## src/rtl/pll_sup_pkg.sv

```systemverilog
// Shared types and helpers for the PLL lock supervisor.
package pll_sup_pkg;

  // Supervisor FSM states. The encoding is visible on state_o for debug.
  typedef enum logic [2:0] {
    WAIT_LOCK = 3'd0,
    PLL_RESET = 3'd1,
    STABILIZE = 3'd2,
    HOLD      = 3'd3,
    RUN       = 3'd4
  } pll_sup_state_t;

  // Width of a counter that must hold values 0 .. max(a,b,c,d)-1.
  // Never returns less than 1.
  function automatic int cnt_width(input int a, input int b, input int c, input int d);
    int m;
    m = a;
    if (b > m) m = b;
    if (c > m) m = c;
    if (d > m) m = d;
    return (m <= 2) ? 1 : $clog2(m);
  endfunction

endpackage

```

## src/rtl/sync_ff.sv

```systemverilog
// N-stage flip-flop synchroniser for a single asynchronous bit.
module sync_ff #(
  parameter int STAGES = 2
) (
  input  logic clk,
  input  logic rst,
  input  logic d,
  output logic q
);

  logic [STAGES-1:0] stage_reg;

  // Shift the raw input through the chain; the last stage is the clean copy.
  always_ff @(posedge clk or posedge rst) begin
    if (rst) stage_reg <= '0;
    else     stage_reg <= {stage_reg[STAGES-2:0], d};
  end

  assign q = stage_reg[STAGES-1];

endmodule

```

## src/rtl/pll_lock_supervisor.sv

```systemverilog
// Turns the asynchronous PLL lock flag into a filtered, qualified system
// reset. Runs on the reference clock so it keeps working while unlocked.
module pll_lock_supervisor
  import pll_sup_pkg::*;
#(
  parameter int SYNC_STAGES    = 2,
  parameter int STABLE_CYCLES  = 1024,
  parameter int HOLD_CYCLES    = 16,
  parameter int LOSS_FILTER    = 4,
  parameter int TIMEOUT_CYCLES = 65536,
  parameter int PLL_RST_CYCLES = 8,
  parameter int CNT_W          = 8
) (
  input  logic             clk,
  input  logic             rst,
  input  logic             pll_lock,
  output logic             pll_rst,
  output logic             sys_rst,
  output logic             ready,
  output logic [CNT_W-1:0] loss_count,
  output logic [2:0]       state_o
);

  // One counter is shared by the timeout, pll-reset, stabilise and hold phases.
  localparam int CW = cnt_width(TIMEOUT_CYCLES, STABLE_CYCLES, HOLD_CYCLES, PLL_RST_CYCLES);
  localparam int LW = cnt_width(LOSS_FILTER, 1, 1, 1);

  logic             lock_s;
  pll_sup_state_t   state_reg, state_next;
  logic [CW-1:0]    cnt_reg, cnt_next;
  logic [LW-1:0]    low_reg, low_next;
  logic [CNT_W-1:0] loss_reg, loss_next;
  logic             sys_rst_reg, ready_reg, pll_rst_reg;

  sync_ff #(.STAGES(SYNC_STAGES)) u_lock_sync (
    .clk (clk),
    .rst (rst),
    .d   (pll_lock),
    .q   (lock_s)
  );

  // Next-state, phase counter, loss filter and loss counter decisions.
  always_comb begin
    state_next = state_reg;
    cnt_next   = cnt_reg;
    low_next   = low_reg;
    loss_next  = loss_reg;
    case (state_reg)
      WAIT_LOCK: begin
        // A lock seen on the timeout cycle still wins.
        if (lock_s) begin
          state_next = STABILIZE;
          cnt_next   = '0;
        end else if (cnt_reg == CW'(TIMEOUT_CYCLES - 1)) begin
          state_next = PLL_RESET;
          cnt_next   = '0;
        end else begin
          cnt_next = cnt_reg + 1'b1;
        end
      end
      PLL_RESET: begin
        if (cnt_reg == CW'(PLL_RST_CYCLES - 1)) begin
          state_next = WAIT_LOCK;
          cnt_next   = '0;
        end else begin
          cnt_next = cnt_reg + 1'b1;
        end
      end
      STABILIZE: begin
        if (!lock_s) begin
          state_next = WAIT_LOCK;
          cnt_next   = '0;
        end else if (cnt_reg == CW'(STABLE_CYCLES - 1)) begin
          state_next = HOLD;
          cnt_next   = '0;
        end else begin
          cnt_next = cnt_reg + 1'b1;
        end
      end
      HOLD: begin
        if (!lock_s) begin
          state_next = WAIT_LOCK;
          cnt_next   = '0;
        end else if (cnt_reg == CW'(HOLD_CYCLES - 1)) begin
          state_next = RUN;
          cnt_next   = '0;
          low_next   = '0;
        end else begin
          cnt_next = cnt_reg + 1'b1;
        end
      end
      RUN: begin
        // Only LOSS_FILTER consecutive low samples count as a real loss.
        if (lock_s) begin
          low_next = '0;
        end else if (low_reg == LW'(LOSS_FILTER - 1)) begin
          state_next = WAIT_LOCK;
          cnt_next   = '0;
          low_next   = '0;
          if (loss_reg != {CNT_W{1'b1}}) loss_next = loss_reg + 1'b1;
        end else begin
          low_next = low_reg + 1'b1;
        end
      end
      default: begin
        state_next = WAIT_LOCK;
        cnt_next   = '0;
        low_next   = '0;
      end
    endcase
  end

  // State and counters; outputs are registered from the next state so they
  // change on the same edge as the state itself.
  always_ff @(posedge clk or posedge rst) begin
    if (rst) begin
      state_reg   <= WAIT_LOCK;
      cnt_reg     <= '0;
      low_reg     <= '0;
      loss_reg    <= '0;
      sys_rst_reg <= 1'b1;
      ready_reg   <= 1'b0;
      pll_rst_reg <= 1'b0;
    end else begin
      state_reg   <= state_next;
      cnt_reg     <= cnt_next;
      low_reg     <= low_next;
      loss_reg    <= loss_next;
      sys_rst_reg <= (state_next != RUN);
      ready_reg   <= (state_next == RUN);
      pll_rst_reg <= (state_next == PLL_RESET);
    end
  end

  assign sys_rst    = sys_rst_reg;
  assign ready      = ready_reg;
  assign pll_rst    = pll_rst_reg;
  assign loss_count = loss_reg;
  assign state_o    = state_reg;

endmodule
```

## config.mk

```make
export PLATFORM = sky130hd
export DESIGN_NAME = pll_lock_supervisor
export DESIGN_NICKNAME = d
export VERILOG_FILES = /design/src/rtl/pll_sup_pkg.sv /design/src/rtl/sync_ff.sv /design/src/rtl/pll_lock_supervisor.sv
export SDC_FILE = /design/constraint.sdc
export NUM_CORES = 1
export LEC_CHECK = 0
export ABC_AREA = 1
export CORE_ASPECT_RATIO = 1.4
export CORE_UTILIZATION = 55
export CTS_CLUSTER_DIAMETER = 80
export CTS_CLUSTER_SIZE = 20
export DETAILED_ROUTE_END_ITERATION = 7
export PLACE_DENSITY = 0.87
export SLEW_MARGIN = 10
export SYNTH_ARGS = -nofsm -noshare
export SYNTH_HDL_FRONTEND = slang
export SYNTH_HIERARCHICAL = 1
export SYNTH_SLANG_ARGS = --single-unit
```

## constraint.sdc

```tcl
create_clock -name clk -period 1.9 [get_ports clk]
set_input_delay 0.38 -clock clk [delete_from_list [all_inputs] [get_ports clk]]
set_output_delay 0.38 -clock clk [all_outputs]
set_load 0.01 [all_outputs]
```

# --- Word-level counts from Yosys, hierarchy flattened ---
# Index checks and enable logic that the tools add are counted.
word_totals:
  regBits: 34
op_classes:
  n_mux: 25
  addsub: 3
  n_eq_ne: 17
  bitwise_logic: 2
  reduce_logical: 5
op_table:
  columns: ["op", "n"]
  rows:
  - ["$mux W16", 9]
  - ["$pmux W16 S5", 1]
  - ["$mux W3", 9]
  - ["$add A16 B1 Y16 const B", 1]
  - ["$eq A16 B10 Y1 const B", 1]
  - ["$eq A16 B16 Y1 const B", 1]
  - ["$eq A16 B3 Y1 const B", 1]
  - ["$eq A16 B4 Y1 const B", 1]
  - ["$pmux W3 S5", 1]
  - ["$add A8 B1 Y8 const B", 1]
  - ["$mux W2", 4]
  - ["$ne A8 B8 Y1 const B", 1]
  - ["$eq A3 B1 Y1 const B", 2]
  - ["$eq A3 B2 Y1 const B", 2]
  - ["$eq A3 B3 Y1 const B", 2]
  - ["$ne A2 B2 Y1 const B", 3]
  - ["$pmux W2 S3", 1]
  - ["$reduce_and A4 Y1", 1]
  - ["$logic_not A3 Y1", 1]
  - ["$ne A3 B3 Y1 const B", 1]
  - ["$reduce_and A3 Y1", 1]
  - ["$reduce_or A3 Y1", 1]
  - ["$add A2 B1 Y2 const B", 1]
  - ["$eq A2 B2 Y1 const B", 1]
  - ["3 further kinds", 4]

# --- Longest topological paths before layout ---
# Gate-level depths: netlist (run 1).
logic_depth:
  word_depth: 5
  ltp_mapped: 11
  mapped_depth_nobuf: 10

# --- By module ---
# The synthesis (run 1) kept the hierarchy.
by_module_without_submodules:
  columns: ["mod", "area_per_inst_um2", "n_inst", "cells_per_inst"]
  rows:
  - ["pll_lock_supervisor", 1931.9, 1, 262]
  - ["sync_ff", 53.8, 1, 3]

# --- Worst setup path before layout (run 1) ---
# Ideal clock, no wire load.
synth_timing:
  path_type: "reg2reg"
  startpoint: "reg cnt_reg[0]"
  endpoint: "reg cnt_reg[9]"
  path_stages_with_launch: 10
  n_path_buf: 1
  setup_time_ns: 0.116
  required_ns: 1.784
  t_arrival_ns: 1.400
  path_slack_ns: 0.384
  cell_sequence: "dfrtp_1 > ha_1 > nand3_4 > nor2_2 > nand2_2 > nand2_4 > nand4_4 > buf_6 > nand2_1 > nand2_1"
synth_between:
  elab_chain_len: 4
synth_lines:
  columns: ["element", "line_no", "rtl"]
  rows:
  - ["from (decl)", "pll_lock_supervisor.sv:30", "logic [CW-1:0] cnt_reg, cnt_next;"]
  - ["from (signal assigned)", "pll_lock_supervisor.sv:126", "cnt_reg <= cnt_next;"]
  - ["$add A16 B1 Y16 (tied with other cells)", null, null]
  - ["$mux W16, on equally long branches", "pll_lock_supervisor.sv:84, pll_lock_supervisor.sv:54, pll_lock_supervisor.sv:73", null]
  - ["$mux W16, on equally long branches", "pll_lock_supervisor.sv:81, pll_lock_supervisor.sv:70, pll_lock_supervisor.sv:51", null]
  - ["$pmux W16 S5 *", "pll_lock_supervisor.sv:48", "case (state_reg)"]
# Mark *: on every way between the ends. The rest lies on a longest branch, timed or not.
# A chain may end at the register's enable or synchronous reset.

# --- Worst setup path in the final report (run 1) ---
layout_timing:
  startpoint: "reg cnt_reg[0]"
  endpoint: "reg cnt_reg[10]"
# The elaborated chain is that of the path after synthesis.

==> out/metrics.yaml, run 1 <==
ys_warn_count: 6
drt-initial-drc-count: 39
initial_core_util: 0.582
syn-cell-area_mm2: 0.00199
n_antenna_cell: 0
max_freq_ghz: 0.576
nets: 291
relSlewSlack: 0.681
vias_per_cell: 5.08
die-area_mm2: 0.00386
synth_top_area_frac: 0.416
worst_pin_slew_ns: 0.477
numCtsBuffers: 5
critPathLaunch: "cnt_reg[0]"
p_per_area_mw_per_mm2: 602
synth_compound_area_frac: 0.0170
synth_cell_types: 24
dp.final_hpwl_um: 2780
synth_seq_cells: 34
die_h_um: 73.1
syn2layout_area_growth_pct: 14.2
core-area_mm2: 0.00341
yosysTopAreaCell: "dfrtp_1"
grt_util_all_layers: 0.236
port_buffers: 16
synthTopCellsByCount: "99 x nand2_1, 33 x dfrtp_1, 32 x inv_1"
clock_path_buffers: 2
maxSlewViolCount: 0
finalPower_uw: 1370
worstReg2RegStart: "cnt_reg[0]"
grt_antenna_before_repair: 0
fillers: 283
crit_required_ns: 2.08
avgSynthCellArea_um2: 7.49
cts_max_level: 2
place_congestion: 0.843
largest_reg_flops: 16
insertion_delay_ns: 0.29
yosysSeqAreaShare: 0.429
hold_buffers: 0
first_pass_iters: 4
grt_pass1_vias: 1570
cts_tree: "yes"
irDropWorstVdd_mv: 0.658
period_share: 0.914
hold_class: "in -> async"
crit_arrival_ns: 1.91
synth_cells: 265
cts_setup_buffers: 0
r2r_cells: 8
vias: 1657
antenna_left: 0
synth_edf_count: 0
synth-xor-area-share: 0.0794
fp.dieW_um: 52.8
ioPinCount: 17
synth-adder-area-share: 0.0189
cts-root-buf: "clkbuf_8"
synth_most_common_cell: "nand2_1"
syn_nets: 271
rows: 25
cts_resized: 0
p_leak_uw: 0.00118
skew_ns: 0.00393
rsz0062_at_grt: "no"
synth-simple-area-share: 0.379
clock-sinks: 34
routed_wl_um: 3830
synthMuxAreaShare: 0
cap_violations: 0
async_flop_share: 1.00
status: "finished, final reports clean"
crit_type: "reg -> reg"
grt_overflow: 0
grt_pass1_wl_um: 6640
startpoint_type: "register"
synth_top_family_by_area: "simple AND/OR/NAND/NOR gates"
grt_max_degree: 33
hold_violations: 0
wl_per_cell_um: 11.7
setup_tns_ns: 0
clkTransAtPathRegs_ns: 0.07
min_period_ns: 1.74
synth-main-ff-cell: "dfrtp_1"
setup_viol: 0
end_kind: "register"
drive_above_1_share: 0.108
synthTopCellsByArea: "dfrtp_1 42%, nand2_1 19%, inv_1 6.0%, nor2_1 5.1%, xnor2_1 4.0%"
drc_errors: 0
cp_max_fo: 15
worst max-delay path, cell delays in order, from the launching register on:
cell and delay, ns:
dfrtp_1 0.39, ha_1 0.26, nand3_4 0.12, nor2_2 0.18, nand2_2 0.11, nand2_4 0.10
nand4_4 0.27, nand2_2 0.13, nand2_1 0.06
layout by cell type, fill, tap and decap left out, drive strengths merged:
cell           instances
clkbuf                 6
nor3                   4
nand3                 16
nor2                  33
nand2                111
a21oi                  1
xnor2                  9
buf                    1
xor2                   9
inv                   32
dfrtp                 33
clkinv                 1
o21ai                  4
clkinvlp               1
ha                     3
dfstp                  1
clkdlybuf4s50         16
nand4                  4
o41ai                  1
layout make-up:
| type | count | area (µm²) | share of cell area |
|---|---|---|---|
| multi-input cells | 195 | 982 | 0.433 |
| flip-flops and latches | 34 | 852 | 0.376 |
| repair buffers | 17 | 168 | 0.0740 |
| inverters | 32 | 120 | 0.0530 |
| clock buffers | 6 | 82.6 | 0.0364 |
| well taps | 40 | 50.0 | 0.0221 |
| clock inverters | 2 | 12.5 | 0.00552 |
cells by family (layout without fill, tap and decap cells):
group,after synthesis,count (layout)
AOI/OAI and AO/OA,6,6
xor gates and xnor gates,18,18
adders and majority gates,3,3
buffers and inverters,36,57
DFF,34,34
and+or+nand+nor,168,168
layer usage:
layer / vias up / track usage / share of wire
met5: - / 0 / 0
met4: 0 / 0.0965 / 0.016
met3: 5 / 0.0542 / 0.037
met2: 38 / 0.423 / 0.53
met1: 772 / 0.260 / 0.41
li1: 842 / - / -
power breakdown:
| group | internal, µW | switching (µW) | total (µW) | leakage, µW |
|---|---|---|---|---|
| Clock | 291 | 270 | 561 | 0.0000472 |
| Combinational | 20.2 | 41.7 | 61.9 | 0.000666 |
| Sequential | 733 | 9.43 | 742 | 0.000463 |
path summary, 6_finish.rpt:
check,endpoint,slack (ns)
min,u_lock_sync/stage_reg[0],0.25
max reg2reg,cnt_reg[10],0.16
max in group asynchronous,sys_rst,1.09
min in group clk,u_lock_sync/stage_reg[1],0.36
max,cnt_reg[10],0.16
min reg2reg,u_lock_sync/stage_reg[1],0.36
through the flow:
stage          hold slack (ns)  area (µm²)  instances  worst slack [ns]   util
2_1_floorplan            0.121        1990        265             0.384      -
3_3_place_gp             0.344        2170        318             0.226  0.637
3_5_place_dp             0.338        2170        318             0.168  0.637
4_1_cts                  0.255        2270        326             0.145  0.665
5_1_grt                  0.276        2270        326           0.00664  0.665
6_report                 0.254        2270        326             0.163  0.665
(Power assumes the default switching activity.)
==> inputs of run 2 (changes only) <==
CTS_CLUSTER_SIZE = default   (was 20)
==> results of run 2 <==
Same layout as run 1: the final DEF is identical, and so are final timing and power.
==> inputs of run 3 (changes only) <==
ABC_CLOCK_PERIOD_IN_PS = 1900   (was default)
CORE_UTILIZATION = 60   (was 55)
CTS_BUF_LIST = sky130_fd_sc_hd__clkbuf_4 sky130_fd_sc_hd__clkbuf_8   (was default)
PLACE_DENSITY = 0.93   (was 0.87)
==> out/metrics.yaml, run 3 (synthesized netlist as in run 1, its figures left out) <==
worst_pin_slew_ns: 0.494  # +0.0172 ns
first_pass_iters: 4  # unchanged
comb_power_share: 0.046  # about the same
cts_tree: "yes"
vias: 1679  # +1.3%
status: "finished, final reports clean"
cap_violations: 0  # unchanged
period_share: 0.920  # +0.00639
end_kind: "register"
worstReg2RegStart: "cnt_reg[0]"
final_cell_area_mm2: 0.00227  # about the same
r2r_cells: 8  # unchanged
slowest_stage: "dfrtp_1"
rows: 24  # -4.0%
p_sw_frac: 0.236  # +0.000942
clock_path_buffers: 2  # unchanged
drt-initial-drc-count: 46  # +18%
fp.dieW_um: 50.6  # -4.1%
place_congestion: 0.810  # -4.0%
maxSlewViolCount: 0  # unchanged
port_buffers: 16  # unchanged
grt_pass1_vias: 1634  # +4.1%
die-area_mm2: 0.00355  # -8.1%
seq_power_share: 0.543  # about the same
rsz0062_at_grt: "no"
min_period_ns: 1.75  # +0.0121 ns
path_buf_inv: 0  # unchanged
p_clk_frac: 0.411  # about the same
max_freq_ghz: 0.572  # -0.69%
vias_per_cell: 5.17  # +1.6%
grt_pass1_wl_um: 6820  # +2.7%
cp_max_fo: 15  # unchanged
reg2reg_slack_ns: 0.15  # about the same
drive_above_1_share: 0.112  # +0.00350
nets: 291  # unchanged
grt_antenna_before_repair: 0  # unchanged
clkTransAtPathRegs_ns: 0.07  # about the same
hold_class: "in -> async"
finalPower_uw: 1370  # +0.20%
layout_common_cells: "99 x nand2_1, 33 x dfrtp_1, 32 x inv_1"
switching_power_uw: 323  # +0.60%
p_int_uw: 1040  # about the same
cts_setup_buffers: 0  # unchanged
startpoint_type: "register"
place_area_mm2: 0.00217  # about the same
skew_ns: 0.00666  # +0.00274 ns
core-area_mm2: 0.00312  # -8.4%
routed_wl_um: 3950  # +3.1%
timing.rr.end: "cnt_reg[3]"
crit_top_cell: "nand2_1"
p_leak_uw: 0.00117  # -0.20%
cts_max_level: 2  # unchanged
cpPeakStageDelay_ns: 0.41  # +0.02 ns
critPathCapture: "cnt_reg[3]"
final_common_cell: "nand2_1"
cts-root-buf: "clkbuf_8"
setup_viol: 0  # unchanged
relSlewSlack: 0.670  # -0.0115
grt_max_degree: 33  # unchanged
n_antenna_cell: 0  # unchanged
clock-sinks: 34  # unchanged
numCtsBuffers: 5  # unchanged
ioPinCount: 17  # unchanged
dp.final_hpwl_um: 2740  # -1.6%
hold_buffers: 0  # unchanged
setup_ws_ns: 0.151  # -0.0121 ns
hold_violations: 0  # unchanged
grt_overflow: 0  # unchanged
cp_cell_sequence: "ha_2 -> nand3_4 -> nor2_2 -> nand2_2 -> nand2_4 -> nand4_4 -> nand2_1 -> nand2_1"
cp_top_family: "simple AND/OR/NAND/NOR gates"
die_h_um: 70.1  # -4.1%
path_depth: 8  # unchanged
syn2layout_area_growth_pct: 14.2  # about the same
irDropWorstVdd_mv: 0.585  # -11%
crit_arrival_ns: 1.92  # about the same
p_per_area_mw_per_mm2: 603  # +0.14%
largest_reg_flops: 16  # unchanged
grt_util_all_layers: 0.253  # +0.0170
setup_tns_ns: 0  # unchanged
critPathLaunch: "cnt_reg[0]"
drc_errors: 0  # unchanged
insertion_delay_ns: 0.29  # about the same
wl_per_cell_um: 12.1  # +3.4%
crit_required_ns: 2.07  # about the same
place_ws_ns: 0.139  # -0.0293 ns
crit_type: "reg -> reg"
antenna_left: 0  # unchanged
initial_core_util: 0.636  # +0.0534
[run 3: per-layer routing]
metal  wire (µm)  track usage  vias up  part of all wire
met5           0            0        -                 0
met1        1610        0.283      790              0.41
li1            -            -      842                 -
met3         123       0.0479        8             0.031
met2        2130        0.453       39              0.54
met4          78        0.111        0             0.020
[run 3: per-stage QoR]
step / util / instances / hold slack (ns)
finish: 0.726 / 325 / 0.252
detailed placement: 0.695 / 317 / 0.338
global route: 0.726 / 325 / 0.286
CTS: 0.726 / 325 / 0.256
global placement: 0.695 / 317 / 0.343
floorplan: - / 265 / 0.121
[run 3: final cells by class]
type	instances	area [µm²]
clock buffer	6	82.6
clock inverter	2	12.5
fill	251	855
inverter	32	120
multi-input combinational	195	985
sequential	34	852
tap	39	48.8
timing repair buffer	17	168
[run 3: power by group through the flow]
stage | Combinational (µW) | Clock [µW] | Sequential [µW]
floorplan | 47.6 | 0 | 754
detailed placement | 63.2 | 0 | 756
global placement | 61.8 | 0 | 755
finish | 62.7 | 563 | 743
CTS | 64.1 | 567 | 742
global route | 72.8 | 597 | 744
[run 3: worst min-delay path by stage]
stage                        startpoint                       end  cells past startpoint
2_1_floorplan                       rst  u_lock_sync/stage_reg[0]                      1
3_3_place_gp   u_lock_sync/stage_reg[0]  u_lock_sync/stage_reg[1]                      0
3_5_place_dp   u_lock_sync/stage_reg[0]  u_lock_sync/stage_reg[1]                      0
4_1_cts                             rst  u_lock_sync/stage_reg[0]                      2
5_1_grt                             rst  u_lock_sync/stage_reg[1]                      2
6_report                            rst  u_lock_sync/stage_reg[0]                      2
[run 3: worst reg2reg max path: stages (launching register included)]
cell	delay, ns
dfrtp_1	0.41
ha_2	0.25
nand3_4	0.11
nor2_2	0.19
nand2_2	0.11
nand2_4	0.10
nand4_4	0.28
nand2_1	0.15
nand2_1	0.06
[run 3: repair_timing]
item	in CTS	in global routing
endpoints found under the hold margin	0	0
gates resized for setup	0	1
endpoints found under the setup margin	0	2
